File: src/rtl/sipo_i2s_rx.sv
// I2S receive deserializer: shifts in MSB-first serial data on each bit strobe
// and commits left/right words on word-select edges, one bit after the edge.
//
// state | meaning
// SYNC  | after reset; capture runs, the first word-select edge is discarded
// RUN   | aligned; every word-select edge commits the outgoing channel word
module sipo_i2s_rx #(
  parameter int WD = 16
) (
  input  logic          clk_i,
  input  logic          rst_i,
  input  logic          en_i,
  input  logic          ws_i,
  input  logic          sdata_i,
  output logic [WD-1:0] left_o,
  output logic [WD-1:0] right_o,
  output logic          valid_o,
  output logic          short_o
);

  localparam int CW = $clog2(WD + 1);
  localparam logic [CW-1:0] WD_C = CW'(WD);

  typedef enum logic {SYNC, RUN} state_t;

  state_t        state_q;
  logic [WD-1:0] shreg_q;
  logic [WD-1:0] word;
  logic [CW-1:0] cnt_q;
  logic          ws_prev_q;
  logic          left_seen_q;
  logic          ws_edge;
  logic          short_w;

  // Word as it stands after capturing this strobe's bit; a saturated count drops the bit.
  always_comb begin
    word = shreg_q;
    for (int i = 0; i < WD; i++) begin
      if (cnt_q == CW'(WD - 1 - i)) word[i] = sdata_i;
    end
  end

  assign ws_edge = (ws_i != ws_prev_q);
  assign short_w = (cnt_q < (WD_C - CW'(1)));

  always_ff @(posedge clk_i or posedge rst_i) begin
    if (rst_i) begin
      state_q     <= SYNC;
      shreg_q     <= '0;
      cnt_q       <= '0;
      ws_prev_q   <= 1'b0;
      left_seen_q <= 1'b0;
      left_o      <= '0;
      right_o     <= '0;
      valid_o     <= 1'b0;
      short_o     <= 1'b0;
    end else begin
      valid_o <= 1'b0;
      short_o <= 1'b0;
      if (en_i) begin
        ws_prev_q <= ws_i;
        if (ws_edge) begin
          shreg_q <= '0;
          cnt_q   <= '0;
          if (state_q == SYNC) begin
            state_q <= RUN;
          end else begin
            if (!ws_prev_q) begin
              left_o      <= word;
              left_seen_q <= 1'b1;
            end else begin
              right_o <= word;
              if (left_seen_q) begin
                valid_o     <= 1'b1;
                left_seen_q <= 1'b0;
              end
            end
            short_o <= short_w;
          end
        end else begin
          shreg_q <= word;
          if (cnt_q != WD_C) cnt_q <= cnt_q + CW'(1);
        end
      end
    end
  end

endmodule

File: config.mk
export PLATFORM = sky130hd
export DESIGN_NAME = sipo_i2s_rx
export DESIGN_NICKNAME = d
export VERILOG_FILES = /design/src/rtl/sipo_i2s_rx.sv
export SDC_FILE = /design/constraint.sdc
export NUM_CORES = 1
export LEC_CHECK = 0
export ABC_AREA = 1
export BUFFER_PORTS_ARGS = -buffer_cell sky130_fd_sc_hd__buf_4
export CAP_MARGIN = 20
export CORE_MARGIN = 1
export CORE_UTILIZATION = 40
export CTS_CLUSTER_SIZE = 8
export DETAILED_ROUTE_END_ITERATION = 16
export SLEW_MARGIN = 20
export SYNTH_ARGS = -nofsm -noshare
export SYNTH_HDL_FRONTEND = slang
export SYNTH_SLANG_ARGS = --single-unit
export TNS_END_PERCENT = 5
File: constraint.sdc
create_clock -name clk_i -period 3.8 [get_ports clk_i]
set_input_delay 0.95 -clock clk_i [delete_from_list [all_inputs] [get_ports clk_i]]
set_output_delay 0.95 -clock clk_i [all_outputs]
set_load 0.005 [all_outputs]
-- After elaboration in Yosys (flattened, before gate mapping)
Cells that the tools add are included.
- $add $sub $neg: 1
- magnitude comparators: 1
- eq/ne operators: 17
- muxes and demuxes: 28
- bitwise operators: 1
- reductions and logical operators: 7
- operators with widths (operator ; count):
    5-bit by 4-bit equality test with 1-bit output (second input constant) ; 8
    1-bit 2-to-1 mux ; 25
    5-bit by 3-bit equality test with 1-bit output (second input constant) ; 4
    16-bit 2-to-1 mux ; 1
    5-bit by 2-bit equality test with 1-bit output (second input constant) ; 2
    5-bit 2-to-1 mux ; 2
    4-bit AND reduction ; 2
    5-bit by 1-bit adder with 5-bit output (second input constant) ; 1
    5-bit by 1-bit equality test with 1-bit output (second input constant) ; 1
    5-bit logical NOT ; 1
    5-bit by 4-bit < comparator with 1-bit output (second input constant) ; 1
    5-bit != test (second input constant) ; 1
    2-bit AND reduction ; 2
    3-bit AND reduction ; 1
    2-bit nonzero test ; 1
    1-bit != test ; 1
    1-bit inverter ; 1
- bits in registers: 58
- input port bits: 5
- output and inout bits: 34
- logic and storage cells: 64

-- Logic depth before layout (Yosys ltp)
- word-level depth: 5
- mapped depth: 9
- gate-level depth less buffers: 8

-- Worst setup path before layout
OpenSTA, ideal clock, no wires.
- kind: input to register
- from: input ws_i
- to: register left_o[15]
- library setup time: 0.118 ns
- data arrival time: 1.949 ns
- required time: 3.682 ns
- setup slack: 1.733 ns
- stages on the path: 9
- path buffers: 1
- cells stage by stage: inv_1 -> ha_1 -> inv_1 -> nand3_4 -> nor2_4 -> inv_2 -> buf_6 -> nand2_1 -> nand2_1
- longest elaborated chain between the ends: 2
- ends and longest elaborated chain (what ; line ; text):
    start, declared ; 13 ; input logic ws_i,
    1-bit != test ; 43 ; assign ws_edge = (ws_i != ws_prev_q);
    4-bit AND reduction (no source line) ; - ;
    end signal, assigned ; 69 ; left_o <= word;
    end, declared ; 15 ; output logic [WD-1:0] left_o,
No other way between the ends.
A chain may end at the register's enable or synchronous reset.

-- Worst setup path after layout
- from: input ws_i
- to: register left_o[0]
The elaborated chain is that of the path after synthesis.

==> flow_summary_export.csv <==
group,metric,value,unit
synth,ys.flop_type,"dfrtp_1",
grt,grt_overflow,0,
synth,synth_top_family_by_area,"simple AND/OR/NAND/NOR gates",
floorplan,initial_utilization,0.425,
timing,tightest_slew,0.615,ns
synth,ys_types,25,
cells_and_area,drive_gt1_frac,0.220,
grt,grt_max_degree,32,
synth,synth-compound-area-share,0.0730,
floorplan,num_rows,29,
flow_run,maxCapViolations,0,
min_path,hp-start,"shreg_q[15]",
critical_path,required,4.01,ns
critical_path,critPathMaxFanout,18,
timing,hold_violations,0,
cells_and_area,layoutNonFillerInstCount,440,
critical_path,cp_slowest_cell,"nor2_4",
synth,synthDominantCellAreaShare,0.526,
placed_design,dpl.cell_count,424,
placed_design,post-dp-hpwl,4.34,mm
clock_tree,cts-root-buf,"clkbuf_8",
clock_tree,ctsHoldBuffers,0,
floorplan,die_w,85.1,µm
critical_path,path_buf_inv,4,
clock_tree,clock_sinks,58,
cells_and_area,final_util,0.506,
timing,fin_crit_sh,0.591,
synth,synthTopCellsByArea,"dfrtp_1, nand2_1, nand3_1",
routing,vias_per_cell,5.08,
clock_tree,clk_latency,0.33,ns
critical_path,crit_arrival,2.45,ns
synth,syn_nets,328,
floorplan,core_area,6490,µm²
critical_path,critPathTopFamily,"simple AND/OR/NAND/NOR gates",
synth,synth_common_cells,"nand2_1, nand3_1, dfrtp_1, inv_1, o21ai_0",
timing,timing.hold.ws,0.473,ns
floorplan,fp.dieArea,7240,µm²
routing,route.detailed.drc,0,
cells_and_area,seq_area,1450,µm²
floorplan,ioPinCount,39,
grt,first_global_vias,2104,
timing,setup_viol,0,
grt,antenna_found_initial,0,
cells_and_area,syn_to_final_growth,19.2,%
critical_path,reg2reg_depth,7,
cells_and_area,multiInputGateArea,1140,µm²
min_path,hold_path.class,"flip-flop to flip-flop",
grt,track_usage,0.192,
critical_path,reg2reg_slack,1.84,ns
synth,syn_avg_cell_area,8.71,µm²
placed_design,place_ws,1.21,ns
pwr,power.leakage,1.79,nW
timing,relSlewSlack,0.589,
synth,synth_edf_count,0,
placed_design,place.gp.congestion,0.773,
clock_tree,clk_pin_slew_worst_paths,0.06,ns
synth,async_flop_share,1.00,
synth,ys_seq_elements,58,
synth,yosysWarningCount,0,
critical_path,startpoint,"ws_i",
min_path,holdPathStages,2,
timing,rsz0062_at_grt,"false",
pwr,p_per_area,488,nW/µm²
cells_and_area,fillers,665,
synth,syn-instance-count,317,
placed_design,io_buffers,38,
floorplan,die_h,85.1,µm
synth,synth_mux_area_frac,0,
routing,vias,2233,
routing,final_antenna_net_count,0,
status,status,"finished clean",
timing,setup_slack,1.55,ns
timing,min_period,2.25,ns
critical_path,max_stage_delay,0.37,ns
timing,fmax,445,MHz
critical_path,path_class,"primary input to flip-flop",
routing,first_iter_violations,141,
grt,grt_first_pass_wirelength,10.5,mm
cells_and_area,nNetsFinal,369,
pwr,peakVddDrop,0.230,mV
routing,routed_wl,6.33,mm
timing,drv_slew,0,
critical_path,crit_top_cell,"inv_1",
clock_tree,htreeDepth,3,
synth,synth_xor_area_frac,0.00317,
timing,fin_tns_setup,0,ns
synth,synthesis.area,2760,µm²
critical_path,end_kind,"flip-flop",
critical_path,path_cells,"buf_4 -> inv_1 -> ha_1 -> inv_1 -> nand3_4 -> nor2_4 -> inv_2 -> nand2_1 -> o21ai_0",
cells_and_area,diodes,0,
clock_tree,clockBufferDepth,2,
routing,drt_pass1_iterations,5,
synth,synthAdderAreaFrac,0.0272,
synth,ys_seq_area_frac,0.526,
clock_tree,cts_tree,"built",
clock_tree,post_cts_buffers,0,
routing,wl_per_cell,14.4,µm
clock_tree,ctsResizeCount,0,
critical_path,critPathLaunchType,"primary input",
synth,yosys.area.top_type,"dfrtp_1",
critical_path,r2r-start,"ws_prev_q",
synth,synth-simple-area-share,0.309,
critical_path,cp.depth,9,
clock_tree,numCtsBuffers,9,
synth,synth_most_common_cell,"nand2_1",
timing,clock_skew,0.00540,ns
-- power by group --
group	switching, mW	internal (mW)	total, mW	leakage (nW)
Combinational	0.185	0.123	0.307	0.899
Clock	0.230	0.338	0.569	0.101
Sequential	0.0460	0.682	0.728	0.789
-- layout make-up --
class                      instances  area share
clock buffer                      14      0.0494
multi-input combinational        220       0.346
inverter                          30      0.0342
sequential                        58       0.441
clock inverter                     2      0.0107
timing repair buffer              39      0.0890
tap                               77      0.0293
-- routing by layer --
layer | part of all wire | GRT usage
met4 | 0.022 | 0.0832
met2 | 0.45 | 0.290
met5 | 0 | 0
met1 | 0.49 | 0.270
met3 | 0.043 | 0.0389
-- through the flow --
| stage | total power [mW] | area (µm²) |
|---|---|---|
| after detailed placement | 1.05 | 3090 |
| after CTS | 1.61 | 3290 |
| after floorplan | 0.921 | 2760 |
| final | 1.60 | 3290 |
| after global placement | 1.04 | 3090 |
| after global routing | 1.69 | 3290 |
-- cell families (layout without fill, tap and decap cells) --
logic type               Yosys count  count (layout)
adder cells (fa/ha/maj)            6               6
XOR/XNOR                           1               1
AND/OR/NAND/NOR                  184             184
AO/OA/AOI/OAI                     29              29
flip-flops                        58              58
buffers and inverters             39              85
-- cell usage in the layout, fill, tap and decap left out --
cell type	count
o21ai_2	3
inv_1	20
nand2_4	2
nor3_1	1
inv_2	9
clkbuf_8	11
ha_1	6
o21bai_1	8
o21bai_2	4
xnor2_1	1
nor2_4	3
o21ai_1	4
nand2_2	1
nand2_1	106
nand3_2	5
nand4_1	1
bufinv_16	1
buf_4	39
o21ai_0	10
nand3_1	59
clkinv_1	1
nor2_1	5
nand3_4	1
clkinv_2	1
dfrtp_1	58
clkbuf_1	3
-- registers in the layout, indices dropped and copies added, names as in the netlist --
register	count
right_o	16
state_q	1
shreg_q	16
ws_prev_q	1
left_seen_q	1
short_o	1
cnt_q	5
valid_o	1
left_o	16
-- worst reg2reg max path, stage by stage, from the launching register on --
cell and delay, ns:
dfrtp_1 0.43, ha_1 0.37, inv_1 0.12, nand3_4 0.09, nor2_4 0.37, inv_2 0.27, nand2_1 0.10, o21ai_0 0.08
-- path summary, 6_finish.rpt --
path | end
max in group asynchronous | shreg_q[0]
worst max-delay path | left_o[0]
worst min-delay path | shreg_q[15]
min in group asynchronous | right_o[7]
worst min register to register | shreg_q[15]
worst max register to register | left_o[0]
Note: power is estimated with default switching activity, not from simulation.
